File: src/rtl/exe_stage_mdu_if.sv
// Execute-stage bundle: ID/EX inputs, forwarding sources and the registered EX/MEM outputs.
// master drives the E-stage side, slave is the execute stage itself.
interface exe_stage_mdu_if #(
  parameter int XLEN = 64
);
  logic            valid_e, flush_e;
  logic [3:0]      alu_op_e;
  logic [1:0]      md_op_e;
  logic            alu_src_e;
  logic [XLEN-1:0] rd1_e, rd2_e, imm_e, pc_e;
  logic [4:0]      rs1_e, rs2_e, rd_e;
  logic            reg_write_e, mem_write_e, mem_to_reg_e;
  logic            beq_e, bne_e, jal_e, jalr_e;
  logic [4:0]      rd_m, rd_w;
  logic            reg_write_m, reg_write_w;
  logic [XLEN-1:0] alu_result_m, write_data_w;
  logic            pc_src_e;
  logic [XLEN-1:0] pc_target_e;
  logic            stall_e;
  logic            valid_m, reg_write_m_out, mem_write_m_out, mem_to_reg_m_out;
  logic [4:0]      rd_m_out;
  logic [XLEN-1:0] write_data_m_out, alu_result_m_out;

  modport master (
    output valid_e, flush_e, alu_op_e, md_op_e, alu_src_e, rd1_e, rd2_e, imm_e, pc_e,
           rs1_e, rs2_e, rd_e, reg_write_e, mem_write_e, mem_to_reg_e,
           beq_e, bne_e, jal_e, jalr_e, rd_m, rd_w, reg_write_m, reg_write_w,
           alu_result_m, write_data_w,
    input  pc_src_e, pc_target_e, stall_e, valid_m, reg_write_m_out, mem_write_m_out,
           mem_to_reg_m_out, rd_m_out, write_data_m_out, alu_result_m_out
  );

  modport slave (
    input  valid_e, flush_e, alu_op_e, md_op_e, alu_src_e, rd1_e, rd2_e, imm_e, pc_e,
           rs1_e, rs2_e, rd_e, reg_write_e, mem_write_e, mem_to_reg_e,
           beq_e, bne_e, jal_e, jalr_e, rd_m, rd_w, reg_write_m, reg_write_w,
           alu_result_m, write_data_w,
    output pc_src_e, pc_target_e, stall_e, valid_m, reg_write_m_out, mem_write_m_out,
           mem_to_reg_m_out, rd_m_out, write_data_m_out, alu_result_m_out
  );
endinterface

File: src/rtl/exe_stage_mdu.sv
// Execute stage with forwarding, branch resolution and an iterative MUL/DIVU/REMU unit.
// Optional: define MDU_EARLY_OUT_EN to let MUL finish once the remaining multiplier bits are zero.
module exe_stage_mdu #(
  parameter int XLEN           = 64,
  parameter int BITS_PER_CYCLE = 1
) (
  input  logic         clk,
  input  logic         reset,
  exe_stage_mdu_if.slave bus
);
  localparam int ITER = XLEN / BITS_PER_CYCLE;
  localparam int CW   = $clog2(ITER + 1);
  localparam int SW   = $clog2(XLEN);

  typedef enum logic [1:0] {IDLE, BUSY, DONE} mdu_state_t;
  localparam logic [1:0] MD_MUL  = 2'd1;
  localparam logic [1:0] MD_REMU = 2'd3;

  mdu_state_t      state_p1;
  logic [CW-1:0]   ctr_p1;
  logic [1:0]      op_p1;
  logic [XLEN-1:0] acc_p1, opa_p1, opb_p1, rem_p1;

  logic [XLEN-1:0] fwd_a, fwd_b, op_b, alu_res, ex_res, mdu_res, jalr_sum;
  logic [SW-1:0]   shamt;
  logic            eq, br_en, mdu_launch, capture;
  logic [XLEN-1:0] m_acc, m_a, m_b, d_q, d_rem;
  logic [XLEN:0]   d_r;

  // E stage: forwarding (MEM before WB, x0 never forwarded)
  always_comb begin
    fwd_a = bus.rd1_e;
    if (bus.reg_write_m && bus.rd_m != 5'd0 && bus.rd_m == bus.rs1_e)      fwd_a = bus.alu_result_m;
    else if (bus.reg_write_w && bus.rd_w != 5'd0 && bus.rd_w == bus.rs1_e) fwd_a = bus.write_data_w;
    fwd_b = bus.rd2_e;
    if (bus.reg_write_m && bus.rd_m != 5'd0 && bus.rd_m == bus.rs2_e)      fwd_b = bus.alu_result_m;
    else if (bus.reg_write_w && bus.rd_w != 5'd0 && bus.rd_w == bus.rs2_e) fwd_b = bus.write_data_w;
  end

  assign op_b  = bus.alu_src_e ? bus.imm_e : fwd_b;
  assign shamt = op_b[SW-1:0];

  always_comb begin
    case (bus.alu_op_e)
      4'd0:    alu_res = fwd_a + op_b;
      4'd1:    alu_res = fwd_a - op_b;
      4'd2:    alu_res = fwd_a & op_b;
      4'd3:    alu_res = fwd_a | op_b;
      4'd4:    alu_res = fwd_a ^ op_b;
      4'd5:    alu_res = fwd_a << shamt;
      4'd6:    alu_res = fwd_a >> shamt;
      4'd7:    alu_res = $unsigned($signed(fwd_a) >>> shamt);
      4'd8:    alu_res = {{(XLEN-1){1'b0}}, ($signed(fwd_a) < $signed(op_b))};
      4'd9:    alu_res = {{(XLEN-1){1'b0}}, (fwd_a < op_b)};
      default: alu_res = '0;
    endcase
  end

  assign eq          = (fwd_a == fwd_b);
  assign br_en       = bus.valid_e && !bus.flush_e && (bus.md_op_e == 2'd0);
  assign jalr_sum    = fwd_a + bus.imm_e;
  assign bus.pc_src_e = br_en && ((bus.beq_e && eq) || (bus.bne_e && !eq) || bus.jal_e || bus.jalr_e);
  assign bus.pc_target_e = bus.jalr_e ? (jalr_sum & ~XLEN'(1)) : (bus.pc_e + bus.imm_e);

  // One iteration of shift-add multiply and restoring divide on the latched operands
  always_comb begin
    m_acc = acc_p1;
    m_a   = opa_p1;
    m_b   = opb_p1;
    for (int i = 0; i < BITS_PER_CYCLE; i++) begin
      if (m_b[0]) m_acc = m_acc + m_a;
      m_a = m_a << 1;
      m_b = m_b >> 1;
    end
    d_q   = acc_p1;
    d_rem = rem_p1;
    d_r   = '0;
    for (int i = 0; i < BITS_PER_CYCLE; i++) begin
      d_r = {d_rem, d_q[XLEN-1]};
      d_q = {d_q[XLEN-2:0], 1'b0};
      if (d_r >= {1'b0, opb_p1}) begin
        d_r    = d_r - {1'b0, opb_p1};
        d_q[0] = 1'b1;
      end
      d_rem = d_r[XLEN-1:0];
    end
  end

  assign mdu_launch  = (state_p1 == IDLE) && bus.valid_e && !bus.flush_e && (bus.md_op_e != 2'd0);
  assign bus.stall_e = mdu_launch || (state_p1 == BUSY);
  assign mdu_res     = (op_p1 == MD_REMU) ? rem_p1 : acc_p1;
  assign ex_res      = (state_p1 == DONE) ? mdu_res : alu_res;

  // MDU sequencer; division keeps the dividend/quotient in acc_p1
  always_ff @(posedge clk) begin
    if (reset) begin
      state_p1 <= IDLE;
      ctr_p1   <= '0;
      op_p1    <= 2'd0;
    end else if (bus.flush_e) begin
      state_p1 <= IDLE;
    end else begin
      case (state_p1)
        IDLE: if (mdu_launch) begin
          op_p1  <= bus.md_op_e;
          ctr_p1 <= CW'(ITER);
          opa_p1 <= fwd_a;
          opb_p1 <= fwd_b;
          rem_p1 <= '0;
          if (bus.md_op_e == MD_MUL) begin
            acc_p1 <= '0;
`ifdef MDU_EARLY_OUT_EN
            state_p1 <= (fwd_b == '0) ? DONE : BUSY;
`else
            state_p1 <= BUSY;
`endif
          end else if (fwd_b == '0) begin
            acc_p1   <= '1;
            rem_p1   <= fwd_a;
            state_p1 <= DONE;
          end else begin
            acc_p1   <= fwd_a;
            state_p1 <= BUSY;
          end
        end
        BUSY: begin
          ctr_p1 <= ctr_p1 - CW'(1);
          if (op_p1 == MD_MUL) begin
            acc_p1 <= m_acc;
            opa_p1 <= m_a;
            opb_p1 <= m_b;
`ifdef MDU_EARLY_OUT_EN
            if (ctr_p1 == CW'(1) || m_b == '0) state_p1 <= DONE;
`else
            if (ctr_p1 == CW'(1)) state_p1 <= DONE;
`endif
          end else begin
            acc_p1 <= d_q;
            rem_p1 <= d_rem;
            if (ctr_p1 == CW'(1)) state_p1 <= DONE;
          end
        end
        default: state_p1 <= IDLE;
      endcase
    end
  end

  assign capture = bus.valid_e && !bus.flush_e && !bus.stall_e;

  // EX/MEM boundary
  always_ff @(posedge clk) begin
    if (reset) begin
      bus.valid_m          <= 1'b0;
      bus.reg_write_m_out  <= 1'b0;
      bus.mem_write_m_out  <= 1'b0;
      bus.mem_to_reg_m_out <= 1'b0;
      bus.rd_m_out         <= '0;
      bus.write_data_m_out <= '0;
      bus.alu_result_m_out <= '0;
    end else if (capture) begin
      bus.valid_m          <= 1'b1;
      bus.reg_write_m_out  <= bus.reg_write_e;
      bus.mem_write_m_out  <= bus.mem_write_e;
      bus.mem_to_reg_m_out <= bus.mem_to_reg_e;
      bus.rd_m_out         <= bus.rd_e;
      bus.write_data_m_out <= fwd_b;
      bus.alu_result_m_out <= ex_res;
    end else begin
      bus.valid_m          <= 1'b0;
      bus.reg_write_m_out  <= 1'b0;
      bus.mem_write_m_out  <= 1'b0;
    end
  end
endmodule

File: src/flat_wrapper.sv
// flat-port wrapper written by rule: the top's interface ports become plain ports
module exe_stage_mdu_flat 
#(
  parameter int XLEN           = 64,
  parameter int BITS_PER_CYCLE = 1
)
  (clk, reset, bus_valid_e, bus_flush_e, bus_alu_op_e, bus_md_op_e, bus_alu_src_e, bus_rd1_e, bus_rd2_e, bus_imm_e, bus_pc_e, bus_rs1_e, bus_rs2_e, bus_rd_e, bus_reg_write_e, bus_mem_write_e, bus_mem_to_reg_e, bus_beq_e, bus_bne_e, bus_jal_e, bus_jalr_e, bus_rd_m, bus_rd_w, bus_reg_write_m, bus_reg_write_w, bus_alu_result_m, bus_write_data_w, bus_pc_src_e, bus_pc_target_e, bus_stall_e, bus_valid_m, bus_reg_write_m_out, bus_mem_write_m_out, bus_mem_to_reg_m_out, bus_rd_m_out, bus_write_data_m_out, bus_alu_result_m_out);
  exe_stage_mdu_if #(.XLEN(XLEN)) bus_i ();
  input  logic clk;
  input  logic reset;
  input wire logic [$bits(bus_i.valid_e)-1:0] bus_valid_e;
  input wire logic [$bits(bus_i.flush_e)-1:0] bus_flush_e;
  input wire logic [$bits(bus_i.alu_op_e)-1:0] bus_alu_op_e;
  input wire logic [$bits(bus_i.md_op_e)-1:0] bus_md_op_e;
  input wire logic [$bits(bus_i.alu_src_e)-1:0] bus_alu_src_e;
  input wire logic [$bits(bus_i.rd1_e)-1:0] bus_rd1_e;
  input wire logic [$bits(bus_i.rd2_e)-1:0] bus_rd2_e;
  input wire logic [$bits(bus_i.imm_e)-1:0] bus_imm_e;
  input wire logic [$bits(bus_i.pc_e)-1:0] bus_pc_e;
  input wire logic [$bits(bus_i.rs1_e)-1:0] bus_rs1_e;
  input wire logic [$bits(bus_i.rs2_e)-1:0] bus_rs2_e;
  input wire logic [$bits(bus_i.rd_e)-1:0] bus_rd_e;
  input wire logic [$bits(bus_i.reg_write_e)-1:0] bus_reg_write_e;
  input wire logic [$bits(bus_i.mem_write_e)-1:0] bus_mem_write_e;
  input wire logic [$bits(bus_i.mem_to_reg_e)-1:0] bus_mem_to_reg_e;
  input wire logic [$bits(bus_i.beq_e)-1:0] bus_beq_e;
  input wire logic [$bits(bus_i.bne_e)-1:0] bus_bne_e;
  input wire logic [$bits(bus_i.jal_e)-1:0] bus_jal_e;
  input wire logic [$bits(bus_i.jalr_e)-1:0] bus_jalr_e;
  input wire logic [$bits(bus_i.rd_m)-1:0] bus_rd_m;
  input wire logic [$bits(bus_i.rd_w)-1:0] bus_rd_w;
  input wire logic [$bits(bus_i.reg_write_m)-1:0] bus_reg_write_m;
  input wire logic [$bits(bus_i.reg_write_w)-1:0] bus_reg_write_w;
  input wire logic [$bits(bus_i.alu_result_m)-1:0] bus_alu_result_m;
  input wire logic [$bits(bus_i.write_data_w)-1:0] bus_write_data_w;
  output wire logic [$bits(bus_i.pc_src_e)-1:0] bus_pc_src_e;
  output wire logic [$bits(bus_i.pc_target_e)-1:0] bus_pc_target_e;
  output wire logic [$bits(bus_i.stall_e)-1:0] bus_stall_e;
  output wire logic [$bits(bus_i.valid_m)-1:0] bus_valid_m;
  output wire logic [$bits(bus_i.reg_write_m_out)-1:0] bus_reg_write_m_out;
  output wire logic [$bits(bus_i.mem_write_m_out)-1:0] bus_mem_write_m_out;
  output wire logic [$bits(bus_i.mem_to_reg_m_out)-1:0] bus_mem_to_reg_m_out;
  output wire logic [$bits(bus_i.rd_m_out)-1:0] bus_rd_m_out;
  output wire logic [$bits(bus_i.write_data_m_out)-1:0] bus_write_data_m_out;
  output wire logic [$bits(bus_i.alu_result_m_out)-1:0] bus_alu_result_m_out;
  assign bus_i.valid_e = bus_valid_e;
  assign bus_i.flush_e = bus_flush_e;
  assign bus_i.alu_op_e = bus_alu_op_e;
  assign bus_i.md_op_e = bus_md_op_e;
  assign bus_i.alu_src_e = bus_alu_src_e;
  assign bus_i.rd1_e = bus_rd1_e;
  assign bus_i.rd2_e = bus_rd2_e;
  assign bus_i.imm_e = bus_imm_e;
  assign bus_i.pc_e = bus_pc_e;
  assign bus_i.rs1_e = bus_rs1_e;
  assign bus_i.rs2_e = bus_rs2_e;
  assign bus_i.rd_e = bus_rd_e;
  assign bus_i.reg_write_e = bus_reg_write_e;
  assign bus_i.mem_write_e = bus_mem_write_e;
  assign bus_i.mem_to_reg_e = bus_mem_to_reg_e;
  assign bus_i.beq_e = bus_beq_e;
  assign bus_i.bne_e = bus_bne_e;
  assign bus_i.jal_e = bus_jal_e;
  assign bus_i.jalr_e = bus_jalr_e;
  assign bus_i.rd_m = bus_rd_m;
  assign bus_i.rd_w = bus_rd_w;
  assign bus_i.reg_write_m = bus_reg_write_m;
  assign bus_i.reg_write_w = bus_reg_write_w;
  assign bus_i.alu_result_m = bus_alu_result_m;
  assign bus_i.write_data_w = bus_write_data_w;
  assign bus_pc_src_e = bus_i.pc_src_e;
  assign bus_pc_target_e = bus_i.pc_target_e;
  assign bus_stall_e = bus_i.stall_e;
  assign bus_valid_m = bus_i.valid_m;
  assign bus_reg_write_m_out = bus_i.reg_write_m_out;
  assign bus_mem_write_m_out = bus_i.mem_write_m_out;
  assign bus_mem_to_reg_m_out = bus_i.mem_to_reg_m_out;
  assign bus_rd_m_out = bus_i.rd_m_out;
  assign bus_write_data_m_out = bus_i.write_data_m_out;
  assign bus_alu_result_m_out = bus_i.alu_result_m_out;
  exe_stage_mdu #(.XLEN(XLEN), .BITS_PER_CYCLE(BITS_PER_CYCLE)) u_core (.clk(clk), .reset(reset), .bus(bus_i));
endmodule
File: config.mk
export PLATFORM = sky130hd
export DESIGN_NAME = exe_stage_mdu_flat
export DESIGN_NICKNAME = d
export VERILOG_FILES = /design/src/rtl/exe_stage_mdu_if.sv /design/src/rtl/exe_stage_mdu.sv /design/src/flat_wrapper.sv
export SDC_FILE = /design/constraint.sdc
export NUM_CORES = 2
export LEC_CHECK = 0
export CAP_MARGIN = 20
export CORE_MARGIN = 5
export CORE_UTILIZATION = 24
export DETAILED_ROUTE_END_ITERATION = 8
export SKIP_CTS_REPAIR_TIMING = 1
export SLEW_MARGIN = 20
export SYNTH_ARGS = -nofsm -noshare
export SYNTH_HDL_FRONTEND = slang
export SYNTH_SLANG_ARGS = --single-unit
export TNS_END_PERCENT = 1
File: constraint.sdc
create_clock -name clk -period 15.3 [get_ports clk]
set_clock_uncertainty 0.05 [all_clocks]
set_input_delay 2.295 -clock clk [delete_from_list [all_inputs] [get_ports clk]]
set_output_delay 2.295 -clock clk [all_outputs]
set_load 0.02 [all_outputs]
==> key figures <==
Pwr
  – Overall Power: 5.74 mW
  – Static Leak: 26.7 nW
  – Max rail drop VDD: 0.0991 mV
  – Pwr per Cell Area: 82.1 mW/mm^2

Final layout
  – FILL cells: 25700
  – Non-Filler Instances: 11500
  – Area grow syn2layout: 22.5%
  – Layout cells sized above 1: 0.0811
  – Final net count: 9074
  – Util after Layout: 0.295

Floorplanning
  – Core Box Area: 0.237 mm^2
  – Initial core utilization: 0.240
  – Die width: 498 um
  – Die area: 0.248 mm^2
  – Top Ports: 632
  – Rows: 179
  – Die Y: 498 um

Global route
  – First-pass GRT wire length: 612000 um
  – Initial antenna violation count: 49
  – Total track usage: 0.357
  – Congestion Overflow GR: 0
  – Largest net degree at the start of global routing: 157
  – Vias in the first global route: 65900

Synthesis
  – Warnings, synthesis: 0
  – Synth top area share: 0.135
  – Syn Area/Cell: 7.37 um^2
  – Sequential share of the synthesized area: 0.187
  – Top cells by area, synth: edfxtp_1 13%, ha_1 9.8%, mux2i_1 7.5%
  – Register bit total from synthesis: 404
  – Area of the mapped netlist: 0.0570 mm^2
  – Syn Inst Count: 7738
  – Synth unique cells: 112
  – Asr flop ratio synth: 0
  – Syn Nets: 8621
  – Top FF cell, synth: edfxtp_1
  – Post-synth EDFFs: 256
  – Area leader, netlist: edfxtp_1

Min path
  – Hold Startpoint: u_core.bus.write_data_m_out[1]$_SDFFE_PP0P_
  – Worst hold path class: flip-flop to flip-flop

Setup path
  – CP endpoint: bus_pc_target_e[56]
  – Crit path capture type: primary output
  – Reg-to-reg startpoint: u_core.rem_p1[2]$_DFFE_PP_
  – R2r worst-path depth: 16
  – CP Data Arrival Time: 10.33 ns
  – Worst Setup Path Type: input port to primary output
  – Critical path's slowest cell: or2_2
  – Critical path's largest stage delay: 0.82 ns
  – Critical Path Source Type: input port
  – Flop-to-flop setup slack: 8.97 ns
  – Worst Path Required: 12.96 ns
  – Crit-path most repeated cell: buf_4
  – Worst r2r dst: u_core.rem_p1[40]$_DFFE_PP_
  – Critical Path Source: bus_rd_m[2]
  – Worst-path maximum fanout: 34

Clocking
  – CTS Buf Count: 55
  – Clk pin slew, worst setup/hold paths: 0.06 ns
  – Clock Path Buffers: 3
  – TritonCTS clock tree: yes
  – H-Tree Depth: 2
  – Root buffer cell: clkbuf_16
  – CTS sink count: 404
  – Skew-Pair Late Insertion Delay: 0.74 ns

Placement
  – DP HPWL: 376000 um
  – Port buffer count: 631
  – GP Congestion: 1.06
  – Placed cells: 11300

Drt
  – Post-route ant nets: 0
  – M1 wire length: 179000 um
  – Max Used Layer: met5
  – Iter 0 DRT Violations: 11100
  – DRC Markers: 0
  – Total number of vias: 71600
  – Vias per cell: 6.25
  – Detailed-route wire length per cell: 41.1 um
  – DRT Pass-1 Iters: 9
  – Met2 WL post-DR: 189000 um
  – WL final: 470000 um
  – Met3 wire length: 50500 um

STA
  – Fin. Hold Viols: 0
  – Max-slew violations: 0
  – RSZ-0062 raised after global routing: no
  – Period utilisation layout: 0.828
  – Final setup viols: 0
  – Fin crit period: 12.67 ns
  – Total negative slack: 0 ns
  – Max-slew headroom: 0.0985
  – FMAX: 78.9 MHz
  – Worst-margin pin slew: 1.35 ns

Job
  – MaxCap Viol Count: 0

Outcome
  – Status: finished clean
-- how the worst min path moves through the flow --
| stage | depth (start not counted) | endpoint | slack [ns] |
|---|---|---|---|
| floorplan | 2 | u_core.ctr_p1[1]$_SDFFE_PP0P_ | 0.42 |
| global placement | 2 | u_core.bus.rd_m_out[4]$_SDFFE_PP0P_ | 0.39 |
| detailed placement | 2 | u_core.bus.write_data_m_out[29]$_SDFFE_PP0P_ | 0.40 |
| CTS | 2 | u_core.bus.write_data_m_out[29]$_SDFFE_PP0P_ | 0.40 |
| global route | 2 | u_core.bus.write_data_m_out[9]$_SDFFE_PP0P_ | 0.42 |
| finish | 2 | u_core.bus.write_data_m_out[1]$_SDFFE_PP0P_ | 0.41 |
-- cell usage after synthesis, drive strengths merged (120+ instances only) --
library cell / count
mux2i: 428
ha: 449
o22ai: 128
inv: 347
nand4: 129
edfxtp: 256
o21bai: 120
buf: 148
nor2: 519
dfxtp: 148
nor3: 190
o21ai: 705
clkbuf: 367
nand3: 142
xnor2: 228
a21oi: 779
nand2: 951
a21o: 194
-- power by group --
group	total (mW)	internal [mW]	switching, mW
clock network	1.41	0.791	0.624
logic	3.10	0.922	2.18
registers	1.22	1.19	0.0252
total	5.74	2.91	2.83
-- cell usage in the layout (no fill, tap or decap), types with 194 or more instances in the layout --
cell	count
a21o_1	194
a21oi_1	769
buf_4	276
clkdlybuf4s50_1	627
edfxtp_1	256
ha_1	449
inv_1	339
mux2i_1	424
nand2_1	940
nor2_1	507
o21ai_0	638
xnor2_1	228
-- final cells by class --
class	count	area (um^2)	share of cell area
Multi-Input combinational cell	6464	43400	0.621
Clock buffer	68	1510	0.0216
Clock inverter	34	398	0.00569
Tap cell	3167	3960	0.0567
Sequential cell	404	10700	0.152
Antenna cell	51	128	0.00183
Inverter	355	1340	0.0192
Timing Repair Buffer	911	8480	0.121
-- flip-flops by register name, summed over array words and instances, names as in the netlist, 2 cells and up --
name	count
u_core.bus.rd_m_out	5
u_core.opb_p1	64
u_core.rem_p1	64
u_core.state_p1	2
u_core.bus.write_data_m_out	64
u_core.ctr_p1	7
u_core.opa_p1	64
u_core.op_p1	2
u_core.bus.alu_result_m_out	64
u_core.acc_p1	64
-- kinds of logic after synthesis --
kind of cell | after synthesis | synth area share
compound gates | 2852 | 0.320
xor+xnor | 325 | 0.0499
fa+ha+maj | 454 | 0.100
buf+inv | 870 | 0.0609
flops | 404 | 0.187
mux | 544 | 0.100
simple gates | 2289 | 0.182
-- through the flow --
step	setup WS [ns]	hold WS, ns	instance area, um^2
CTS	2.74	0.405	69700
floorplan	5.59	0.423	57000
detailed placement	2.74	0.397	67800
global route	2.35	0.418	69800
finish	2.63	0.406	69900
global placement	2.76	0.393	67800
-- critical path: cells and delay by family --
kind            cells  cell delay, ns
mux                 1            0.18
compound gates     12            3.11
xor+xnor            1            0.17
simple gates        5            1.80
buf+inv             5            2.27
fa+ha+maj           1            0.44
-- layer usage --
metal,vias to the layer above,GRT usage
met3,1190,0.101
met2,5331,0.511
met1,35200,0.438
met4,30,0.309
li1,29800,-
met5,-,0.000386
(Power assumes the default switching activity.)
